## src/rtl/soc_led_counter.sv

```systemverilog
// LED bring-up top: a power-of-two clock divider issues a one-cycle tick
// that advances a free-running LED counter, plus an observable divided clock.
module soc_led_counter #(
    parameter int          DIV       = 20,
    parameter int          LED_WIDTH = 32,
    parameter int unsigned STEP      = 1
) (
    input  logic                 CLK,
    input  logic                 RESET,
    output logic [LED_WIDTH-1:0] LEDS,
    output logic                 DCLK
);

    // Tick fires on the count just before the MSB sets, so LEDS and DCLK move together.
    localparam logic [DIV-1:0]       TICK_VAL = DIV'((32'd1 << (DIV - 1)) - 32'd1);
    localparam logic [LED_WIDTH-1:0] STEP_VAL = LED_WIDTH'(STEP);

    logic [DIV-1:0]       divCnt_q;
    logic [DIV-1:0]       divCnt_d;
    logic                 dclk_q;
    logic                 dclk_d;
    logic [LED_WIDTH-1:0] leds_q;
    logic [LED_WIDTH-1:0] leds_d;
    logic                 tick;

    always_comb begin
        divCnt_d = divCnt_q + DIV'(1);
        dclk_d   = divCnt_d[DIV-1];
        tick     = (divCnt_q == TICK_VAL);
        leds_d   = leds_q;
        if (tick) begin
            leds_d = leds_q + STEP_VAL;
        end
    end

    always_ff @(posedge CLK or negedge RESET) begin
        if (!RESET) begin
            divCnt_q <= '0;
            dclk_q   <= 1'b0;
            leds_q   <= '0;
        end else begin
            divCnt_q <= divCnt_d;
            dclk_q   <= dclk_d;
            leds_q   <= leds_d;
        end
    end

    assign LEDS = leds_q;
    assign DCLK = dclk_q;

endmodule

```

## config.mk

```make
export PLATFORM = sky130hd
export DESIGN_NAME = soc_led_counter
export DESIGN_NICKNAME = d
export VERILOG_FILES = /design/src/rtl/soc_led_counter.sv
export SDC_FILE = /design/constraint.sdc
export NUM_CORES = 1
export LEC_CHECK = 0
export CELL_PAD_IN_SITES_DETAIL_PLACEMENT = 0
export CELL_PAD_IN_SITES_GLOBAL_PLACEMENT = 1
export CORE_MARGIN = 2
export CORE_UTILIZATION = 46
export DETAILED_ROUTE_END_ITERATION = 10
export PLACE_DENSITY = 0.92
export REMOVE_ABC_BUFFERS = 1
export SYNTH_ARGS = -nofsm -noshare
export SYNTH_HDL_FRONTEND = slang
export SYNTH_SLANG_ARGS = --single-unit
```

## constraint.sdc

```tcl
create_clock -name CLK -period 5 [get_ports CLK]
set_clock_uncertainty 0.15 [all_clocks]
set_input_delay 0.5 -clock CLK [delete_from_list [all_inputs] [get_ports CLK]]
set_output_delay 0.5 -clock CLK [all_outputs]
set_load 0.05 [all_outputs]
```

# Yosys cells after proc, flatten, opt, wreduce, memory -nomap -nowiden
# Cells that the tools add are included.
# totals
output_inout_bits	33
regBits	53
word_cells	6
input_bits	2
# op_classes
n_eq_ne	1
addsub	2
# op_table
op	count
$add 32x1->32 const B	1
$add 20x1->20 const B	1
$eq 20x19->1 const B	1

# Logic depth before layout (Yosys ltp)
# Gate-level depths: netlist of the first run.
# logic_depth
word_depth	1
depth_mapped	8
ltp_nobuf	6

# Worst setup path after synthesis of the first run
# Ideal clock, no wire load.
# synth_path
path_type	register to register
start	register leds_q[3], in the netlist LEDS[3]
end	register leds_q[24], in the netlist LEDS[24]
path_stages_with_launch	7
setup_time_ns	0.142
path_slack_ns	2.764
t_arrival_ns	1.944
synth_period_minus_slack_ns	2.236
cell_sequence	dfrtp_1 and4_1 buf_4 nand3_1 nor3_1 nand4_1 xnor2_1
# synth_via
elab_chain_cells	1
# synth_rtl
item	line_no	source
start, declared	22	logic [LED_WIDTH-1:0] leds_q;
start signal, assigned	44	leds_q <= leds_d;
$add 32x1->32	32	leds_d = leds_q + STEP_VAL;
# Every way passes these cells.
# A chain may end at the register's enable or synchronous reset.

# Worst setup path in the final report of the first run
# layout_path
start	register leds_q[3], in the netlist LEDS[3]
end	register leds_q[26], in the netlist LEDS[26]
# The elaborated chain is that of the path after synthesis.

==> results of run 1 <==
-- through the flow --
stage	hold WS, ns	setup WS, ns	cell area (µm²)	power [mW]	instances
after floorplan	0.0544	2.73	2350	0.429	204
after global placement	0.306	2.70	2790	0.438	309
after detailed placement	0.309	2.73	2790	0.438	309
after CTS	0.169	2.69	2870	0.664	316
after global routing	0.215	2.53	2870	0.684	316
final	0.153	2.69	2870	0.653	316
-- report_power, final --
| group | internal, mW | switching (mW) |
|---|---|---|
| Sequential | 0.420 | 0 |
| Clock | 0.0950 | 0.130 |
| Combinational | 0.000783 | 0.00763 |
-- final cells by class --
type	count	area, µm²	share of cell area [%]
repair buffers	35	343	12.0
clock inverters	2	12.5	0.436
multi-input cells	149	1040	36.4
well taps	70	87.6	3.06
flip-flops and latches	52	1300	45.4
clock buffers	5	68.8	2.40
inverters	3	11.3	0.393
-- cells by family (layout without fill, tap and decap cells) --
kind of cell / count (synthesis) / in the layout / synth area share, %
xor gates and xnor gates: 49 / 49 / 18.0
adders and majority gates: 2 / 2 / 1.05
buffers and inverters: 7 / 45 / 1.68
DFF: 52 / 52 / 54.6
muxes: 1 / 1 / 0.472
and+or+nand+nor: 97 / 97 / 24.2
-- sequential cells by signal, summed over array words and instances, names as in the netlist --
name      count
divCnt_q     19
LEDS         32
DCLK          1
-- metal layers --
metal	vias to the layer above	track usage (%)	share of wire, %
met5	-	0	0
met4	0	7.09	1.5
met3	7	3.55	3.2
met2	25	25.4	48
met1	791	21.7	47
li1	795	-	-
-- cell usage after synthesis --
cell / count
dfrtp_1: 52
xnor2_1: 35
nand2_1: 19
nand4_1: 18
nand3_1: 15
xor2_1: 14
and3_1: 10
nor2_1: 9
nor3_1: 7
and4_1: 5
and2_1: 4
inv_1: 3
buf_2: 2
ha_1: 2
nor4_1: 2
and4_2: 1
buf_4: 1
buf_6: 1
mux2_2: 1
nand3_2: 1
nand3_4: 1
nand4_4: 1
nand4b_1: 1
nor2b_1: 1
nor3_2: 1
nor4_4: 1
-- worst register-to-register path: cells and delay by family (launching register included) --
| kind | cells | cell delay [ns] |
|---|---|---|
| XOR/XNOR | 1 | 0.16 |
| flip-flops | 1 | 0.44 |
| AND/OR/NAND/NOR | 4 | 1.45 |
-- path summary, 6_finish.rpt --
path	startpoint	end	slack [ns]	cells after the start
worst max-delay path	LEDS[3]$_DFFE_PN0N_	LEDS[26]$_DFFE_PN0N_	2.69	5
worst min-delay path	RESET	LEDS[0]$_DFFE_PN0N_	0.15	2
worst max register to register	LEDS[3]$_DFFE_PN0N_	LEDS[26]$_DFFE_PN0N_	2.69	5
worst min register to register	divCnt_q[12]$_DFF_PN0_	divCnt_q[12]$_DFF_PN0_	0.32	1
max in group asynchronous	RESET	divCnt_q[3]$_DFF_PN0_	4.13	2
min in group CLK	divCnt_q[12]$_DFF_PN0_	divCnt_q[12]$_DFF_PN0_	0.32	1
==> impl_metrics.toml, run 1 <==
[timing]
rsz0062_at_grt = "no"
finalCritPeriodShare_pct = 46.2
slew_viol_final = 0
max_freq_mhz = 433
setup_tns_ns = 0
min_period_ns = 2.31
slew_headroom_pct = 50.6
setup_violations = 0
tightest_slew_ns = 0.736
final_hold_viol_count = 0

[global_routing]
grt_pass1_wl_um = 7530
grt_overflow = 0
grt_pass1_vias = 1590
antenna_found_initial = 0
grt_max_degree = 53
track_usage_pct = 16.2

[logic_synthesis]
yosys.area.top_type = "dfrtp_1"
ys_ff_latch = 52
synth_area_um2 = 2380
synth_cells = 208
yosys-top-cells-area = "dfrtp_1, xnor2_1, xor2_1, nand4_1, nand3_1"
synth_cell_types = 26
avgSynthCellArea_um2 = 11.5
ys_seq_area_share_pct = 54.6
yosys_warnings = 0
yosys.area.top_type_share_pct = 54.6

[finish]
final_util_pct = 56.8
area_growth_pct = 20.3
drive_above_1_share_pct = 6.50
insertedDiodeCount = 0
nets = 250
mostFrequentLayoutCell = "dfrtp_1"
final_cell_mix = "dfrtp_1, xnor2_1, clkdlybuf4s50_1, nand2_1, nand4_1"
n_fill_cell = 435

[clock_tree]
post-cts-setup-buffers = 0
cts.repair.resized = 0
numClockSinks = 52
clkTransAtPathRegs_ns = 0.09
ctsHoldBuffers = 0
htree_levels = 2
cts_tree = "yes"
cts-root-buf = "clkbuf_8"
clock_latency_ns = 0.30
clockBufferDepth = 2
numCtsBuffers = 5

[setup_path]
worstSetupEndpointType = "register"
worstSetupStartpointType = "register"
crit_path_cell_trace = "and4_1 -> nand3_1 -> nor3_1 -> nand4_1 -> xnor2_1"
critPathTopFamily = "simple AND/OR/NAND/NOR gates"
crit_path_max_incr_delay_ns = 0.65
worstPathArrival_ns = 2.35
cp_slowest_cell = "nor3_1"
cp_data_required_time_ns = 5.04
path_class = "reg -> reg"
worst-path-buf-inv = 0
critical_path.max_fanout = 9

[die]
die_h_um = 76.0
initial_utilization_pct = 47.3
die-area_um2 = 5770
num_io_pins = 35
coreArea_um2 = 5040
fp-row-count = 26
die-width_um = 76.0

[place]
portBuffers = 34
hpwl_um = 3090
gp_congestion = 0.756

[run]
cap_violations = 0

[detailed_routing]
drc = 0
ant_nets = 0
dr.pass1.iters = 4
wl_per_cell_um = 13.7
vias = 1618
avgViaCountPerCell = 5.12
detail_route.wirelength_um = 4340
initialDrtViolationCount = 86

[pwr]
power_leakage_nw = 1.28
ir_drop_mv = 0.116
power_density_nw_per_um2 = 228

[run_status]
status = "finished clean"

[worst_hold_path]
worstHoldPathType = "in -> async"
No activity file was read; power rests on OpenSTA's default activity.
==> run 2: changes to the inputs <==
--- a/config.mk
+++ b/config.mk
@@ -8,9 +8,9 @@
 export CELL_PAD_IN_SITES_DETAIL_PLACEMENT = 0
 export CELL_PAD_IN_SITES_GLOBAL_PLACEMENT = 1
 export CORE_MARGIN = 2
-export CORE_UTILIZATION = 46
+export CORE_UTILIZATION = 42
 export DETAILED_ROUTE_END_ITERATION = 10
-export PLACE_DENSITY = 0.92
+export PLACE_DENSITY = 0.86
 export REMOVE_ABC_BUFFERS = 1
 export SYNTH_ARGS = -nofsm -noshare
 export SYNTH_HDL_FRONTEND = slang
==> constraint.sdc (replaced) <==
create_clock -name CLK -period 2.42 [get_ports CLK]
set_clock_uncertainty 0.15 [all_clocks]
set_input_delay 0.242 -clock CLK [delete_from_list [all_inputs] [get_ports CLK]]
set_output_delay 0.242 -clock CLK [all_outputs]
set_load 0.05 [all_outputs]
==> run 2 against run 1 <==
Net effect: final cell count up 1.9%; hold slack better by 0.16 ns; first-iteration DRC count down 10%; sequential power up 110%; worst setup slack worse by 2.4 ns; utilization down 3.8 points; clock power up 120%; critical path depth up 1; flip-flop and latch count unchanged; via count up 2.0%; critical path type unchanged; critical endpoint is now LEDS[24]$_DFFE_PN0N_; largest cell class unchanged; largest power group unchanged.
==> impl_metrics.toml, run 2 (synthesis gave the netlist of run 1 again) <==
[clock_tree]
clock_latency_ns = 0.30
cts_tree = "yes"
numClockSinks = 52
clkTransAtPathRegs_ns = 0.09
numCtsBuffers = 5
post-cts-setup-buffers = 0
htree_levels = 2
clockBufferDepth = 2
cts-root-buf = "clkbuf_8"

[timing]
finalCritPeriodShare_pct = 88.4
slew_headroom_pct = 60.9
fin_ws_ns = 0.282
setup_violations = 0
slew_viol_final = 0
rsz0062_at_grt = "no"
tightest_slew_ns = 0.586
min_period_ns = 2.14
max_freq_mhz = 468
hold_ws_ns = 0.314
final_hold_viol_count = 0
setup_tns_ns = 0

[global_routing]
grt_overflow = 0
grt_max_degree = 28
antenna_found_initial = 0
grt_pass1_wl_um = 7820
grt_pass1_vias = 1667
track_usage_pct = 15.8

[detailed_routing]
avgViaCountPerCell = 5.13
vias = 1651
initialDrtViolationCount = 77
detail_route.wirelength_um = 4310
drc = 0
wl_per_cell_um = 13.4
ant_nets = 0
dr.pass1.iters = 4

[die]
num_io_pins = 35
fp-row-count = 27
die_h_um = 79.3
die-area_um2 = 6290
die-width_um = 79.3
initial_utilization_pct = 43.3
coreArea_um2 = 5510

[place]
dp_slack_ns = 0.260
gp_congestion = 0.814
portBuffers = 34
hpwl_um = 3200

[finish]
final_cell_mix = "dfrtp_1, xnor2_1, clkdlybuf4s50_1, nand2_1, nand4_1"
area_growth_pct = 22.5
nets = 253
mostFrequentLayoutCell = "dfrtp_1"
n_fill_cell = 470
multi_input_area_um2 = 1040
largest_register_ffs = 32
regArea_um2 = 1300
drive_above_1_share_pct = 7.20
insertedDiodeCount = 0

[run]
cap_violations = 0

[pwr]
power_leakage_nw = 1.30
power_density_nw_per_um2 = 476
ir_drop_mv = 0.218
power.total_mw = 1.39

[run_status]
status = "finished clean"

[setup_path]
path_class = "reg -> reg"
worstSetupEndpointType = "register"
critical_path.max_fanout = 10
cp_data_required_time_ns = 2.46
worstPathArrival_ns = 2.18
worstSetupStartpointType = "register"

[worst_hold_path]
worstHoldPathType = "in -> async"
-- run 2: changes by cell type in the layout (fill, tap and decap cells not counted), sizes merged --
cell,previous run,this run
clkbuf,5,7
clkinv,1,0
buf,2,4
dlygate4sd3,0,1
-- run 2: cell type report --
| class | count | area share [%] |
|---|---|---|
| Tap cell | 72 | 3.09 |
| Timing Repair Buffer | 38 | 13.0 |
| Multi-Input combinational cell | 149 | 35.7 |
| Inverter | 3 | 0.386 |
| Sequential cell | 52 | 44.6 |
| Clock buffer | 7 | 2.96 |
| Clock inverter | 1 | 0.257 |
-- run 2: power by group --
group / internal, mW / switching [mW] / total (mW) / leakage (nW)
Sequential: 0.868 / 0 / 0.868 / 0.712
Combinational: 0.00484 / 0.0165 / 0.0213 / 0.547
Clock: 0.233 / 0.267 / 0.500 / 0.0445
Total: 1.11 / 0.284 / 1.39 / 1.30
-- run 2: repair_timing --
action	in CTS	in global routing
resized for setup	0	0
endpoints found under the setup margin	0	0
endpoints found under the hold margin	25	0
hold buffers	1	0
-- run 2: layer usage --
layer / vias up / GRT usage [%] / share of wire (%)
met3: 7 / 3.86 / 3.6
met4: 0 / 4.66 / 1.3
li1: 805 / - / -
met2: 31 / 26.3 / 47
met1: 808 / 20.6 / 48
met5: - / 0 / 0
-- run 2: path summary, 6_finish.rpt --
check	cells after the start	to	startpoint	slack (ns)
hold / removal	2	LEDS[12]$_DFFE_PN0N_	RESET	0.31
max in group asynchronous	3	LEDS[31]$_DFFE_PN0N_	RESET	1.26
min in group CLK	1	divCnt_q[0]$_DFF_PN0_	divCnt_q[0]$_DFF_PN0_	0.33
setup reg to reg	6	LEDS[24]$_DFFE_PN0N_	divCnt_q[0]$_DFF_PN0_	0.28
hold reg to reg	1	divCnt_q[0]$_DFF_PN0_	divCnt_q[0]$_DFF_PN0_	0.33
setup / recovery	6	LEDS[24]$_DFFE_PN0N_	divCnt_q[0]$_DFF_PN0_	0.28
-- run 2: worst max-delay path, cell delays in order, from the launching register on --
cell      delay, ns
dfrtp_1        0.39
ha_1           0.21
and3_1         0.26
nand4b_1       0.22
nor4_4         0.45
nand4_1        0.19
xnor2_1        0.16
-- run 2: per-stage QoR --
step | std cells | util [%] | area, µm²
floorplan | 204 | - | 2350
CTS | 322 | 53.0 | 2920
finish | 322 | 53.0 | 2920
global route | 322 | 53.0 | 2920
global placement | 313 | 51.1 | 2820
detailed placement | 313 | 51.1 | 2820
==> run 3: changes to the inputs <==
--- a/config.mk
+++ b/config.mk
@@ -15,3 +15,4 @@
 export SYNTH_ARGS = -nofsm -noshare
 export SYNTH_HDL_FRONTEND = slang
 export SYNTH_SLANG_ARGS = --single-unit
+export TNS_END_PERCENT = 30
==> results of run 3 <==
Same layout as run 2: the final DEF is identical, and so are final timing and power.
